### config.mk
export PLATFORM = sky130hd
export DESIGN_NAME = wb_regfile
export DESIGN_NICKNAME = d
export VERILOG_FILES = /design/src/rtl/wb_regfile.sv
export SDC_FILE = /design/constraint.sdc
export NUM_CORES = 2
export LEC_CHECK = 0
export ABC_AREA = 0
export BUFFER_PORTS_ARGS = -buffer_cell sky130_fd_sc_hd__buf_2
export CAP_MARGIN = 20
export CORE_ASPECT_RATIO = 0.75
export CORE_MARGIN = 2
export CORE_UTILIZATION = 25
export CTS_BUF_LIST = sky130_fd_sc_hd__clkbuf_16
export DETAILED_ROUTE_END_ITERATION = 12
export PLACE_DENSITY = 0.41
export SYNTH_ARGS = -nofsm -noshare
export SYNTH_HDL_FRONTEND = slang
export SYNTH_SLANG_ARGS = --single-unit
### constraint.sdc
create_clock -name clk -period 2.7 [get_ports clk]
set_input_delay 0.405 -clock clk [delete_from_list [all_inputs] [get_ports clk]]
set_output_delay 0.405 -clock clk [all_outputs]
set_load 0.1 [all_outputs]
### src/rtl/wb_regfile.sv
// wb_regfile: 32-entry integer register file between MEM/WB and ID/EX.
// One write port fed by MEM/WB, two registered read ports with stall hold,
// x0 hardwired to zero, and a combinational debug read of the committed array.
// Optional feature macro: REGFILE_BYPASS_EN
//   defined   -> write-first: a read of the register being written returns wdata_i
//   undefined -> read-first : a read of the register being written returns the old value
module wb_regfile #(
  parameter int unsigned          XLEN     = 32,
  parameter logic [XLEN-1:0]      SP_RESET = 32'h0000_7FFC,
  parameter int unsigned          NREG     = 32
) (
  input  logic            clk,
  input  logic            rst_n,
  input  logic            RegWrite_i,
  input  logic [4:0]      rd_i,
  input  logic [XLEN-1:0] wdata_i,
  input  logic            hold_i,
  input  logic [4:0]      rs1_i,
  input  logic [4:0]      rs2_i,
  output logic [XLEN-1:0] rdata1_o,
  output logic [XLEN-1:0] rdata2_o,
  input  logic [4:0]      dbg_addr_i,
  output logic [XLEN-1:0] dbg_data_o
);

  logic [XLEN-1:0] regs_q [NREG];
  logic [XLEN-1:0] regs_d [NREG];
  logic [XLEN-1:0] rdata1_q, rdata1_d;
  logic [XLEN-1:0] rdata2_q, rdata2_d;

  // A write commits only when enabled, aimed at a real register, and never at x0.
  logic wr_en;
  assign wr_en = RegWrite_i && (rd_i != 5'd0) && (int'(rd_i) < int'(NREG));

  // Architectural value seen by a read port on this edge, including x0 and
  // the same-edge write policy selected by REGFILE_BYPASS_EN.
  function automatic logic [XLEN-1:0] read_value(input logic [4:0] addr);
    if (addr == 5'd0 || int'(addr) >= int'(NREG)) return '0;
`ifdef REGFILE_BYPASS_EN
    if (wr_en && rd_i == addr) return wdata_i;
`endif
    return regs_q[addr];
  endfunction

  // Next array contents: copy of the current array with at most one entry replaced.
  always_comb begin
    // NOTE: every always_comb output gets a full default first so no path
    // leaves it unassigned; that is what keeps synthesis from inferring a latch.
    regs_d = regs_q;
    if (wr_en) regs_d[rd_i] = wdata_i;
  end

  // Next read-port values: refresh from the array unless the pipeline is stalled.
  always_comb begin
    rdata1_d = rdata1_q;
    rdata2_d = rdata2_q;
    if (!hold_i) begin
      rdata1_d = read_value(rs1_i);
      rdata2_d = read_value(rs2_i);
    end
  end

  // State update: register array and the two read-data registers.
  always_ff @(posedge clk or negedge rst_n) begin
    if (!rst_n) begin
      // NOTE: the array is deliberately reset (x2 holds the stack pointer at
      // boot), so it is built from flops, not an inferred RAM macro.
      for (int i = 0; i < int'(NREG); i++) begin
        regs_q[i] <= (i == 2) ? SP_RESET : '0;
      end
      rdata1_q <= '0;
      rdata2_q <= '0;
    end else begin
      // NOTE: sequential state uses non-blocking assignment so every flop
      // samples the pre-edge values regardless of statement order.
      regs_q   <= regs_d;
      rdata1_q <= rdata1_d;
      rdata2_q <= rdata2_d;
    end
  end

  assign rdata1_o = rdata1_q;
  assign rdata2_o = rdata2_q;

  // Debug read of the committed array: no bypass, zero for x0.
  always_comb begin
    dbg_data_o = '0;
    if (dbg_addr_i != 5'd0 && int'(dbg_addr_i) < int'(NREG)) dbg_data_o = regs_q[dbg_addr_i];
  end

endmodule

==> metrics.yaml <==
clock_tree:
  clock_latency_ps: 760
  clk_pin_slew_ps: 60
  cts_max_path_buffers: 3
  cts_buffers: 120
  clock-sinks: 1088
  cts_root_buffer: "clkbuf_16"
  htreeDepth: 3
  cts_tree: "done"
placement:
  post-place-ws_ps: -452
  hpwl_mm: 170
  dpl-instance-area_um2: 73400
  dp.cells: 7994
  gp_congestion: 0.809
  port_buffers: 151
timing:
  fmax_ghz: 0.312
  finalHoldViolCount: 0
  timing.slew.headroom_pct: 29.8
  drv_slew: 0
  rsz0062_at_grt: "yes"
  whs_ps: 92.2
  finalClockSkew_ps: 36.7
  setup_slack_ps: -501
  setup_violations: 32
  min_period_over_period_pct: 119
  tightestPinTransition_ps: 1050
  period_minus_slack_ps: 3200
die:
  pin_count: 152
  core_area_um2: 257000
  fp-row-count: 161
  die_w_um: 592
  start_util_pct: 25.2
  die_height_um: 445
  dieArea_um2: 263000
routing:
  drc: 0
  wire_per_inst_um: 32.4
  via_per_inst: 5.44
  wl_mm: 269
  first_iter_violations: 3790
  routed-via-count: 45200
  firstDrtPassIters: 6
  antenna_left: 0
finish:
  stdcell_area_um2: 78300
  stdcell_count: 8312
  utilization_pct: 30.4
  drive_above_1_share_pct: 52.8
  fill_cells: 25800
  area_delta_synth_final_pct: 20.9
  nets: 4843
synth:
  async_flop_share_pct: 100
  synth_cell_types: 39
  yosysWarnings: 0
  synth.most_common_cell: "dfrtp_1"
  netlist_area_um2: 64700
  avgSynthCellArea_um2: 14.2
  syn-instance-count: 4572
  yosys.area.top_type_share_pct: 41.5
  synthesis.nets: 4628
  synth-seq-cells: 1088
  synth_edf_count: 0
  yosysTopAreaCell: "dfrtp_1"
  synthTopCellsByCount: "1075 x dfrtp_1, 1054 x mux2_2, 606 x mux4_2"
  synthTopCellsByArea: "dfrtp_1 42%, mux4_2 21%, mux2_2 18%"
  ys_seq_area_share_pct: 42.1
  synthFlopType: "dfrtp_1"
setup_path:
  crit_arrival_ps: 2800
  cp_top_family: "multiplexers"
  crit_path_end_kind: "output pin"
  crit_buf_inv: 2
  crit_type: "reg2out"
  crit_chain: "mux4_2, mux4_2, a2bb2oi_2, buf_4, o21ai_4, buf_12"
  crit_path_max_fanout: 4
  worstPathRequired_ps: 2300
  start_kind: "flop"
  critPathMaxStageDelay_ps: 560
  path_common_cell: "mux4_2"
  crit_slowest_cell: "mux4_2"
pwr:
  p_int_mw: 36.8
  seq_power_share_pct: 41.1
  comb_power_share_pct: 28.4
  p_leak_nw: 33.0
  p_per_area_nw_per_um2: 697
  swShare_pct: 32.5
  p_switching_mw: 17.7
  clock_power_share_pct: 30.4
  irDropWorstVdd_v: 0.000556
global_route:
  grt_pass1_vias: 46200
  grt_pass1_wl_mm: 379
  track_usage_pct: 20.2
  grt_antenna_before_repair: 27
  grt_start_max_net_pins: 111
  gr-total-overflow: 0
min_path:
  hold_path.class: "in2reg"
run:
  drv_cap: 0
run_status:
  status: "finished, violations left"
  violations: "negative setup slack"
state kept, by name, indices dropped and copies added (netlist names):
name / flops
rdata1_o: 32
rdata2_o: 32
regs_q: 1024
path summary, 6_finish.rpt:
check                              from             to  slack (ps)  cells past startpoint
max                         regs_q[424]  dbg_data_o[8]        -500                      6
min                              hold_i   rdata1_o[27]          90                      3
max reg2reg                 regs_q[776]    rdata1_o[8]         710                      5
min reg2reg                regs_q[1009]   regs_q[1009]         430                      0
max in group asynchronous         rst_n    regs_q[751]        1390                      3
min in group asynchronous         rst_n    rdata1_o[7]         160                      2
placed cells by master (no fill, tap or decap), types with 9 or more instances in the layout:
master / n
a2111oi_0: 66
a21oi_1: 126
a22o_1: 60
a2bb2oi_2: 17
a2bb2oi_4: 15
buf_12: 185
buf_2: 102
buf_4: 322
bufinv_16: 11
clkbuf_16: 122
clkinv_1: 19
clkinv_2: 24
dfrtp_1: 1075
dfstp_2: 13
inv_1: 36
mux2_2: 1054
mux2i_1: 444
mux4_2: 612
nand2_1: 66
nand2_4: 11
nand3b_1: 9
nor2_1: 128
nor2_4: 16
o21ai_0: 62
o21ai_4: 32
o22ai_1: 124
or4_1: 64
routing by layer:
metal	wire [um]	GRT usage, %	part of all wire [%]	vias to the layer above
met5	50	0	0.019	-
met4	6930	4.86	2.6	8
met3	15800	3.54	5.9	400
met2	123000	32.0	46	1523
met1	123000	28.6	46	24800
li1	-	-	-	18400
layout make-up:
class                      count  area (um2)  share of cell area (%)
timing repair buffer         621        6800                    8.68
sequential                  1088       27200                    34.8
clock buffer                 122        3050                    3.90
multi-input combinational   2956       36100                    46.2
tap                         3423        4280                    5.47
clock inverter                98         729                   0.932
antenna                        4        10.0                  0.0128
worst register-to-register path, cell delays in order (launching register included):
cell	delay, ps
dfrtp_1	410
mux4_2	480
mux2_2	310
a2111oi_0	450
buf_4	180
a21oi_1	30
power groups by stage:
stage | Clock [mW] | Combinational [mW] | Sequential [mW]
2_1_floorplan | 0 | 9.91 | 22.3
3_3_place_gp | 0 | 14.5 | 22.7
3_5_place_dp | 0 | 14.7 | 22.7
4_1_cts | 17.0 | 15.6 | 22.3
5_1_grt | 17.7 | 16.4 | 22.9
6_report | 16.6 | 15.5 | 22.5
stage by stage:
step                total power [mW]  setup TNS, ps
global placement                37.3         -11650
global route                    57.0         -15260
detailed placement              37.4          -9890
finish                          54.6         -12770
floorplan                       32.2           -391
CTS                             54.9         -14380
cell families after synthesis:
| logic type | after synthesis | synth area share, % |
|---|---|---|
| buffers and inverters | 528 | 3.71 |
| flip-flops | 1088 | 42.1 |
| AND/OR/NAND/NOR | 336 | 2.56 |
| multiplexers | 2110 | 46.5 |
| AO/OA/AOI/OAI | 510 | 5.13 |
repair_timing:
action	CTS	global route
resized for setup	62	0
endpoints found under the hold margin	64	0
pin swaps	20	9
buffers inserted	98	10
hold buffers	1	0
cloned	0	0
endpoints found under the setup margin	32	32
Note: power is estimated with default switching activity, not from simulation.
